<file path="src/rtl/dm_cache_ctrl.sv">
// Direct-mapped cache lookup/refill controller: tag_mem read, tag compare against per-line valid bits,
// line fetch on miss, tag refill, saturating hit/miss counters and deferred whole-cache flush.
module dm_cache_ctrl #(
  parameter int ADDR_WIDTH    = 32,
  parameter int OFFSET_LENGTH = 2,
  parameter int INDEX_LENGTH  = 8,
  parameter int TAG_LENGTH    = ADDR_WIDTH - INDEX_LENGTH - OFFSET_LENGTH,
  parameter int CNT_WIDTH     = 16
) (
  input  logic                    clk,
  input  logic                    reset,
  input  logic                    cpu_req_valid,
  output logic                    cpu_req_ready,
  input  logic [ADDR_WIDTH-1:0]   cpu_addr,
  output logic                    cpu_resp_valid,
  output logic                    cpu_resp_hit,
  input  logic                    flush,
  output logic                    tm_write,
  output logic [INDEX_LENGTH-1:0] tm_index,
  output logic [TAG_LENGTH-1:0]   tm_tag_in,
  input  logic [TAG_LENGTH-1:0]   tm_tag_out,
  output logic                    mem_req_valid,
  input  logic                    mem_req_ready,
  output logic [ADDR_WIDTH-1:0]   mem_req_addr,
  input  logic                    mem_resp_valid,
  output logic [CNT_WIDTH-1:0]    hit_cnt,
  output logic [CNT_WIDTH-1:0]    miss_cnt
);

  localparam int NUM_CACHE_LINES = 2 ** INDEX_LENGTH;

  localparam logic [2:0] IDLE  = 3'd0;
  localparam logic [2:0] READ  = 3'd1;
  localparam logic [2:0] CMP   = 3'd2;
  localparam logic [2:0] MREQ  = 3'd3;
  localparam logic [2:0] MWAIT = 3'd4;
  localparam logic [2:0] FILL  = 3'd5;
  localparam logic [2:0] RESP  = 3'd6;

  logic [2:0]                 state_q, state_d;
  logic [TAG_LENGTH-1:0]      tag_q, tag_d;
  logic [INDEX_LENGTH-1:0]    index_q, index_d;
  logic [NUM_CACHE_LINES-1:0] valid_q, valid_d;
  logic                       flush_pending_q, flush_pending_d;
  logic                       resp_hit_q, resp_hit_d;
  logic [CNT_WIDTH-1:0]       hit_cnt_q, hit_cnt_d;
  logic [CNT_WIDTH-1:0]       miss_cnt_q, miss_cnt_d;
  logic                       lookup_hit;
  logic                       accept;

  // Byte-offset bits never influence a line lookup.
  logic unused_offset;
  assign unused_offset = ^cpu_addr[OFFSET_LENGTH-1:0];

  assign lookup_hit = valid_q[index_q] && (tm_tag_out == tag_q);

  // A flush seen in IDLE is applied on the same edge that accepts a request, so the
  // accepted lookup already observes the cleared valid bits; only a pending flush blocks.
  assign accept = (state_q == IDLE) && !flush_pending_q && cpu_req_valid;

  always_comb begin
    // NOTE: every _d takes its hold value first, so no path through the case infers a latch.
    state_d         = state_q;
    tag_d           = tag_q;
    index_d         = index_q;
    valid_d         = valid_q;
    flush_pending_d = flush_pending_q | flush;
    resp_hit_d      = resp_hit_q;
    hit_cnt_d       = hit_cnt_q;
    miss_cnt_d      = miss_cnt_q;
    case (state_q)
      IDLE: begin
        if (flush || flush_pending_q) begin
          valid_d         = '0;
          flush_pending_d = 1'b0;
        end
        if (accept) begin
          tag_d   = cpu_addr[ADDR_WIDTH-1 -: TAG_LENGTH];
          index_d = cpu_addr[OFFSET_LENGTH +: INDEX_LENGTH];
          state_d = READ;
        end
      end
      READ: state_d = CMP;
      CMP: begin
        if (lookup_hit) begin
          if (~&hit_cnt_q) hit_cnt_d = hit_cnt_q + CNT_WIDTH'(1);
          resp_hit_d = 1'b1;
          state_d    = RESP;
        end else begin
          if (~&miss_cnt_q) miss_cnt_d = miss_cnt_q + CNT_WIDTH'(1);
          state_d = MREQ;
        end
      end
      MREQ:  if (mem_req_ready) state_d = MWAIT;
      MWAIT: if (mem_resp_valid) state_d = FILL;
      FILL: begin
        valid_d[index_q] = 1'b1;
        state_d          = RESP;
      end
      RESP: begin
        resp_hit_d = 1'b0;
        state_d    = IDLE;
      end
      default: state_d = IDLE;
    endcase
  end

  // NOTE: valid bits live in flops rather than RAM so reset and flush can clear all lines at once.
  always_ff @(posedge clk or posedge reset) begin
    if (reset) begin
      state_q         <= IDLE;
      tag_q           <= '0;
      index_q         <= '0;
      valid_q         <= '0;
      flush_pending_q <= 1'b0;
      resp_hit_q      <= 1'b0;
      hit_cnt_q       <= '0;
      miss_cnt_q      <= '0;
    end else begin
      // NOTE: non-blocking updates keep every register sampling pre-edge values.
      state_q         <= state_d;
      tag_q           <= tag_d;
      index_q         <= index_d;
      valid_q         <= valid_d;
      flush_pending_q <= flush_pending_d;
      resp_hit_q      <= resp_hit_d;
      hit_cnt_q       <= hit_cnt_d;
      miss_cnt_q      <= miss_cnt_d;
    end
  end

  assign cpu_req_ready  = (state_q == IDLE) && !flush_pending_q;
  assign cpu_resp_valid = (state_q == RESP);
  assign cpu_resp_hit   = resp_hit_q;
  assign tm_write       = (state_q == FILL);
  assign tm_index       = index_q;
  assign tm_tag_in      = tag_q;
  assign mem_req_valid  = (state_q == MREQ);
  assign mem_req_addr   = {tag_q, index_q, {OFFSET_LENGTH{1'b0}}};
  assign hit_cnt        = hit_cnt_q;
  assign miss_cnt       = miss_cnt_q;

endmodule

</file>
<file path="config.mk">
export PLATFORM = sky130hd
export DESIGN_NAME = dm_cache_ctrl
export DESIGN_NICKNAME = d
export VERILOG_FILES = /design/src/rtl/dm_cache_ctrl.sv
export SDC_FILE = /design/constraint.sdc
export NUM_CORES = 1
export LEC_CHECK = 0
export CORE_MARGIN = 2
export CORE_UTILIZATION = 35
export CTS_BUF_LIST = sky130_fd_sc_hd__clkbuf_2
export DETAILED_ROUTE_END_ITERATION = 16
export GPL_ROUTABILITY_DRIVEN = 0
export PLACE_DENSITY = 0.67
export SLEW_MARGIN = 20
export SYNTH_ARGS = -nofsm -noshare
export SYNTH_HDL_FRONTEND = slang
export SYNTH_SLANG_ARGS = --single-unit
</file>
<file path="constraint.sdc">
create_clock -name clk -period 11.79 [get_ports clk]
set_input_delay 3.537 -clock clk [delete_from_list [all_inputs] [get_ports clk]]
set_output_delay 3.537 -clock clk [all_outputs]
set_load 0.005 [all_outputs]
</file>
==> results of run 1 <==
[sequential cells by signal, indices dropped and copies added (netlist names)]
| register | cells |
|---|---|
| state_q | 3 |
| tm_index | 8 |
| cpu_resp_hit | 1 |
| miss_cnt | 16 |
| valid_q | 256 |
| flush_pending_q | 1 |
| hit_cnt | 16 |
| tm_tag_in | 22 |
[Yosys cell counts, types with 2 or more instances]
cell	number	share of area (%)
nand4_1	11	0.46
nor4_1	10	0.42
xor2_1	34	2.0
a22oi_1	40	2.0
o21ai_0	4	0.13
mux2_2	31	2.3
ha_1	2	0.17
and2_1	5	0.21
nor2b_1	10	0.42
clkbuf_1	74	1.9
nor3_2	5	0.34
nand2b_1	7	0.29
mux2i_1	95	6.4
a22o_1	5	0.29
and4_1	2	0.12
nor2_1	298	7.5
a31oi_1	3	0.13
buf_6	7	0.53
buf_2	11	0.37
mux2_1	2	0.15
nand2_1	33	0.83
dfrtp_1	323	54
inv_1	8	0.20
and3_1	9	0.38
buf_1	2	0.050
buf_12	6	0.81
xnor2_1	19	1.1
mux4_2	6	0.91
a21oi_1	267	9.0
buf_4	34	1.7
nor3_1	15	0.50
mux4_1	13	2.3
a311oi_1	2	0.12
nand3_1	17	0.57
[logic make-up after synthesis]
family                     Yosys count
adders and majority gates            2
xor gates and xnor gates            53
other                                1
buffers and inverters              142
AOI/OAI and AO/OA                  331
DFF                                323
muxes                              147
and+or+nand+nor                    430
[cell type report]
type	count	area, µm²
clock buffer	126	631
clock inverter	10	118
fill	4078	24600
inverter	8	33.8
multi-input combinational	965	6070
sequential	323	8090
tap	539	674
timing repair buffer	190	1860
[metrics by stage]
stage	setup WS [ps]	cells	power, mW	cell area, µm²	util, %
2_1_floorplan	3940	1430	2.16	14900	-
3_3_place_gp	5200	2024	2.55	16700	39.7
3_5_place_dp	5190	2024	2.57	16700	39.7
4_1_cts	5680	2160	3.36	17400	41.5
5_1_grt	5520	2161	3.54	17500	41.6
6_report	5770	2161	3.34	17500	41.6
[worst reg2reg max path, cell delays in order, from the launching register on]
cell and delay [ps]:
dfrtp_4 830, buf_4 810, mux4_1 680, mux4_2 500, nor2_1 110, nor4_1 110, a311oi_2 350, o31ai_4 180
nand3_2 340, and2_1 240, mux2_1 330
[cell usage in the layout (no fill, tap or decap), drive strengths merged, types with 20 or more instances in the layout]
cell / instances
a21oi: 267
a22oi: 40
buf: 36
clkbuf: 126
clkdlybuf4s50: 154
dfrtp: 323
mux2: 33
mux2i: 95
nand2: 33
nor2: 298
nor3: 20
xor2: 34
[power by group]
group	total [mW]	switching, mW	internal [mW]
logic	1.21	0.677	0.529
clock network	0.786	0.444	0.342
registers	1.35	0.162	1.19
[worst paths after layout]
kind | depth (start not counted) | slack (ps) | end
max | 2 | 5770 | cpu_req_ready
min | 2 | 500 | valid_q[160]
max reg2reg | 10 | 7150 | miss_cnt[1]
min reg2reg | 2 | 500 | valid_q[160]
max in group asynchronous | 5 | 7000 | valid_q[154]
min in group asynchronous | 3 | 3250 | tm_tag_in[1]
[layer usage]
metal  global-route usage, %  part of all wire [%]
met3                    4.26                   7.9
met4                    6.90                   2.8
met2                    29.0                    47
met5                       0                     0
met1                    23.0                    42
==> impl_metrics.tcl, run 1 <==
set metrics [dict create \
    outcome "completed" \
    synth_edf_count 0 \
    track_usage_pct 17.8 \
    final.setup.tns_ps 0 \
    dieArea_mm2 0.0443 \
    synth-simple-area-share_pct 12.5 \
    place.port_buffers 154 \
    clock_latency_ps 920 \
    cts_buffer_depth 3 \
    dr.pass1.iters 6 \
    overflow 0 \
    cts_setup_buffers 0 \
    worstReg2RegStart "tm_index[0]" \
    area_delta_synth_final_pct 17.2 \
    synth_top_family_by_area "simple AND/OR/NAND/NOR gates" \
    holdBufCountCts 0 \
    irDropWorstVdd_uv 196 \
    synth_area_mm2 0.0149 \
    cts_buffers 84 \
    p_per_area_mw_per_mm2 191 \
    hold_viol 0 \
    final_nets 1634 \
    synth_area_per_cell_um2 10.4 \
    ys_dominant_reg_cell "dfrtp_1" \
    fp.dieW_um 210 \
    synth_cell_types 53 \
    setup_viol 0 \
    cpLargestDelayFamily "buffers and inverters" \
    rows 75 \
    synth_adder_area_share_pct 0.168 \
    cp.required_ps 8250 \
    min_path_type "register to register" \
    clock_skew_ps 88.9 \
    wl_per_cell_um 18.5 \
    timing.final.crit_share_pct 51.1 \
    arrival_ps 2490 \
    async_reset_ff_share_pct 100 \
    grt_max_degree 257 \
    cp-end-kind "output pin" \
    critPathMaxStageDelay_ps 600 \
    syn_inst 1429 \
    dpl.hpwl_um 24200 \
    path_buf_inv 1 \
    cap_violations 0 \
    ys_seq_elements 323 \
    detail_route.vias_per_cell 5.34 \
    synthMuxAreaShare_pct 12.1 \
    wirelength_um 39900 \
    yosysWarnings 0 \
    cts-root-buf "clkbuf_2" \
    clk_pin_slew_worst_paths_ps 90 \
    slew_headroom_pct 15.4 \
    first_global_vias 11392 \
    cp_slowest_cell "clkdlybuf4s50_1" \
    synth-seq-area-share_pct 54.2 \
    rsz0062_at_grt "no" \
    critPathMaxFanout 9 \
    grt_pass1_wl_um 62400 \
    cts_tree "built" \
    postRouteAntennaNets 0 \
    drv_slew 0 \
    dr.first_iter.drc_count 1033 \
    drcViolationCount 0 \
    via_count 11531 \
    cts_repair_resize_count 0 \
    antenna_found_initial 0 \
    n_antenna_cell 0 \
    fp.coreArea_mm2 0.0420 \
    synthXorXnorAreaFrac_pct 3.11 \
    die_h_um 210 \
    ios 159 \
    hold_start "valid_q[160]" \
    max_freq_ghz 0.166 \
    startpoint "state_q[2]" \
    start_kind "register" \
    crit_path_cell_trace "nor4_1, clkdlybuf4s50_1" \
    drive_gt1_share_pct 14.2 \
    worst_pin_slew_ps 1270 \
    start_util_pct 35.5 \
    clock-sinks 323 \
    hold_ws_ps 495 \
    worstSetupPathType "register to output pin" \
    min_period_ps 6020 \
    power.leakage_nw 8.37 \
    cts-htree-levels 3 \
    synth_compound_area_share_pct 12.4 \
]
Power figures use the tool's default switching activity.
==> run 2, diff against run 1 <==
clock period = 5.5 ns   (was 11.79 ns; I/O delays follow)
==> run 2 against run 1 <==
First-iteration DRC count increased by 5.0%. Clock power increased by 100%. Setup slack got worse by 4400 ps. Non-clock buffer count increased by 4. Largest power group unchanged. Wire length increased by 0.28%. Sequential share of layout area about the same. Worst hold slack got worse by 5.0 ps. Count of clock-buffer cells in the layout decreased by 12. Register-to-register slack got worse by 5700 ps. Sequential power increased by 110%. Flip-flop and latch count unchanged. Combinational power increased by 120%.
==> impl_metrics.tcl, run 2 (same netlist as run 1, synthesis figures left out) <==
set metrics [dict create \
    outcome "completed" \
    start_util_pct 35.5 \
    swShare_pct 38.9 \
    clk_pin_slew_worst_paths_ps 100 \
    dr.first_iter.drc_count 1085 \
    drv_slew 0 \
    grt_max_degree 257 \
    cp.required_ps 3850 \
    min_period_ps 4170 \
    hold_start "valid_q[115]" \
    hold_ws_ps 490 \
    min_path_type "register to register" \
    cpLargestDelayFamily "buffers and inverters" \
    dieArea_mm2 0.0443 \
    cap_violations 0 \
    cts-htree-levels 3 \
    worst_pin_slew_ps 1280 \
    critPathMaxFanout 10 \
    cts_tree "built" \
    detail_route.vias_per_cell 5.34 \
    most-common-layout-cells "322 x dfrtp_1, 291 x nor2_1, 267 x a21oi_1" \
    path_buf_inv 1 \
    hold_path_depth 2 \
    dr.pass1.iters 5 \
    track_usage_pct 18.0 \
    ios 159 \
    cts_setup_buffers 0 \
    cts-root-buf "clkbuf_2" \
    fp.coreArea_mm2 0.0420 \
    cts_buffers 82 \
    power.leakage_nw 8.35 \
    crit_path_cell_trace "nor4_1, clkdlybuf4s50_1" \
    arrival_ps 2520 \
    p_int_mw 4.34 \
    wirelength_um 40000 \
    cp-end-kind "output pin" \
    worstHoldEndpoint "valid_q[115]" \
    area_delta_synth_final_pct 17.2 \
    worstReg2RegStart "tm_index[0]" \
    ff2ff_setup_slack_ps 1490 \
    cts_buffer_depth 3 \
    final_nets 1636 \
    p_sw_mw 2.76 \
    reg2reg_to "miss_cnt[1]" \
    timing.final.crit_share_pct 75.8 \
    clock_latency_ps 910 \
    worstSetupPathType "register to output pin" \
    rows 75 \
    cp_slowest_cell "clkdlybuf4s50_1" \
    seqPwrFrac_pct 40.5 \
    drcViolationCount 0 \
    critPathMaxStageDelay_ps 600 \
    cts_repair_resize_count 0 \
    n_fill_cell 4058 \
    fp.dieW_um 210 \
    max_freq_ghz 0.240 \
    dpl.hpwl_um 24900 \
    p_comb_share_pct 37.2 \
    rr_worst_depth 10 \
    antenna_found_initial 1 \
    p_per_area_mw_per_mm2 406 \
    overflow 0 \
    slew_headroom_pct 14.9 \
    final_core_util_pct 41.6 \
    clock_skew_ps 68.1 \
    place.port_buffers 154 \
    start_kind "register" \
    via_count 11527 \
    final_common_cell "dfrtp_1" \
    clockPowerShare_pct 22.3 \
    largest_register_ffs 256 \
    irDropWorstVdd_uv 445 \
    wl_per_cell_um 18.5 \
    rsz0062_at_grt "no" \
    drive_gt1_share_pct 13.8 \
    first_global_vias 11233 \
    clock-sinks 323 \
    die_h_um 210 \
    holdBufCountCts 0 \
    max_flop_register "valid_q" \
    setup_viol 0 \
    hold_viol 0 \
    postRouteAntennaNets 0 \
    grt_pass1_wl_um 63100 \
]
## run 2: worst min-delay path: stages, from the launching register on
cell     delay (ps)
dfrtp_1         340
a21oi_1          40
nor2_1           70
## run 2: layout make-up
class / instances / area [µm²] / share of cell area (%)
Antenna cell: 1 / 2.50 / 0.0143
Clock buffer: 114 / 571 / 3.26
Clock inverter: 15 / 113 / 0.644
Inverter: 8 / 33.8 / 0.193
Multi-Input combinational cell: 965 / 6070 / 34.7
Sequential cell: 323 / 8090 / 46.3
Tap cell: 539 / 674 / 3.86
Timing Repair Buffer: 194 / 1930 / 11.0
## run 2: worst max path at each step
stage | start | to | slack, ps | depth (start not counted)
after global routing | state_q[0] | cpu_req_ready | 1110 | 2
after floorplan | reset | cpu_resp_hit | -460 | 1
final | state_q[0] | cpu_req_ready | 1330 | 2
after CTS | state_q[0] | tm_write | 1260 | 4
after global placement | tm_tag_out[18] | hit_cnt[15] | 730 | 8
after detailed placement | tm_tag_out[18] | miss_cnt[1] | 770 | 8
## run 2: per-layer routing
metal  GRT usage [%]  up-vias  wire (µm)  share of wire (%)
met1            24.2     5722      17500                 44
li1                -     5257          -                  -
met3            4.01       80       2930                7.3
met5               0        -          0                  0
met2            29.0      468      18600                 47
met4            6.02        0        937                2.3
## run 2: metrics by stage
step                      std cells  TNS (ps)  power (mW)  cell area (µm²)  setup WS, ps
after global placement         2029         0        5.51            16800           728
after detailed placement       2029         0        5.54            16800           767
after CTS                      2158         0        7.13            17500          1260
after floorplan                1430   -148180        4.62            14900          -459
after global routing           2159         0        7.51            17500          1110
final                          2159         0        7.10            17500          1330
## run 2: power groups by stage
stage / sequential, mW / clock (mW) / combinational [mW]
2_1_floorplan: 2.75 / 0 / 1.87
3_3_place_gp: 2.92 / 0 / 2.59
3_5_place_dp: 2.92 / 0 / 2.61
4_1_cts: 2.88 / 1.64 / 2.62
5_1_grt: 2.91 / 1.77 / 2.83
6_report: 2.88 / 1.58 / 2.64
==> run 3, diff against run 2 <==
clock period = 3.6 ns   (was 5.5 ns; I/O delays follow)
==> run 3 against run 2 <==
Clock power increased by 61%. Register-to-register slack worse by 1300 ps. Global-route usage grew 0.87 points. Via count is 3.2% higher. Total power rose by 61%. Sequential power grew 49%. Non-clock buffer count increased by 55. Core utilization grew 1.5 points. Largest cell class unchanged. Highest routed layer unchanged.
==> impl_metrics.tcl, run 3 (same netlist as run 1, synthesis figures left out) <==
set metrics [dict create \
    rsz0062_at_grt "no" \
    largest_register_ffs 256 \
    fin_cells 2222 \
    antenna_found_initial 0 \
    grtUsageMet3_pct 4.26 \
    clock-sinks 323 \
    max_flop_register "valid_q" \
    min_path_type "register to register" \
    detail_route.vias_per_cell 5.35 \
    worst_pin_slew_ps 1100 \
    hold_viol 0 \
    place_area_mm2 0.0172 \
    cts_buffers 83 \
    final.setup.tns_ps 0 \
    p_per_area_mw_per_mm2 630 \
    dpl.hpwl_um 27100 \
    irDropWorstVdd_uv 315 \
    start_kind "register" \
    wl_per_cell_um 19.1 \
    arrival_ps 2370 \
    setup_viol 0 \
    multi_input_area_mm2 0.00606 \
    rows 75 \
    timing.final.crit_share_pct 95.8 \
    most-common-layout-cells "319 x dfrtp_1, 296 x nor2_1, 267 x a21oi_1" \
    cts_buffer_depth 3 \
    holdBufCountCts 0 \
    place.port_buffers 154 \
    wirelength_um 42400 \
    drcViolationCount 0 \
    overflow 0 \
    fp.dieW_um 210 \
    min_period_ps 3450 \
    grt.met1_usage_pct 24.5 \
    critPathMaxFanout 6 \
    final_common_cell "dfrtp_1" \
    drv_slew 0 \
    stdcell_area_mm2 0.0181 \
    ios 159 \
    area_delta_synth_final_pct 21.6 \
    clock_latency_ps 970 \
    dr.pass1.iters 6 \
    final_nets 1692 \
    postRouteAntennaNets 0 \
    grt_pass1_wl_um 65600 \
    place_inst 2071 \
    cp.required_ps 2520 \
    outcome "completed" \
    grt_busiest_layer "met2" \
    via_count 11892 \
    dr.first_iter.drc_count 1146 \
    die_h_um 210 \
    seqCellArea_mm2 0.00809 \
    dieArea_mm2 0.0443 \
    track_usage_pct 18.9 \
    clk_pin_slew_worst_paths_ps 100 \
    max_freq_ghz 0.290 \
    drive_gt1_share_pct 16.6 \
    fp.coreArea_mm2 0.0420 \
    clock_skew_ps 88.8 \
    slew_headroom_pct 26.6 \
    fin_total_pwr_mw 11.4 \
    grt_max_degree 77 \
    cp-end-kind "output pin" \
    worstSetupPathType "register to output pin" \
    cts-root-buf "clkbuf_2" \
    met2_usage_pct 30.7 \
    n_antenna_cell 0 \
    power.leakage_nw 8.73 \
    first_global_vias 11800 \
    cts_tree "built" \
    n_fill_cell 4047 \
    cap_violations 0 \
    start_util_pct 35.5 \
    cts-htree-levels 3 \
]
-- run 3: final timing paths --
check                              from  depth (start not counted)            to  slack [ps]
min reg2reg                valid_q[221]                          2  valid_q[221]         500
min                        valid_q[221]                          2  valid_q[221]         500
max reg2reg                 tm_index[0]                         10   miss_cnt[1]         210
max                          state_q[1]                          3      tm_write         150
min in group asynchronous         reset                          2   valid_q[14]         660
max in group asynchronous         reset                          3   valid_q[97]        2120
-- run 3: metrics by stage --
stage | util [%] | setup WS [ps] | hold slack (ps)
after CTS | 42.9 | 15.3 | 502
after global routing | 43.1 | 12.0 | 513
after detailed placement | 41.0 | -193 | 475
final | 43.1 | 151 | 496
after floorplan | - | -1790 | 454
after global placement | 41.0 | -156 | 469
-- run 3: what timing repair did --
item / CTS / global route
cloned: 1 / 0
gates resized for setup: 5 / 1
endpoints found under the hold margin: 0 / 0
endpoints found under the setup margin: 4 / 16
buffers inserted: 0 / 12
-- run 3: report_power, final --
part	switching (mW)	total, mW	internal, mW
clock	1.49	2.54	1.05
combinational	2.49	4.58	2.09
sequential	0.404	4.30	3.90
total	4.38	11.4	7.04
-- run 3: area by class of cell --
cell class	instances	share of cell area (%)
well taps	539	3.72
multi-input cells	965	33.4
clock inverters	26	1.00
clock buffers	112	3.09
flip-flops and latches	323	44.6
inverters	8	0.186
repair buffers	249	13.9
-- run 3: layer usage --
metal	vias to the layer above	wire, µm
li1	5362	-
met1	5899	17700
met2	527	20100
met3	104	3160
met4	0	1410
met5	-	0
-- run 3: worst max-delay path, cell delays in order, from the launching register on --
cell and delay [ps]:
dfrtp_2 450, or2_2 380, inv_1 130, clkdlybuf4s50_1 510
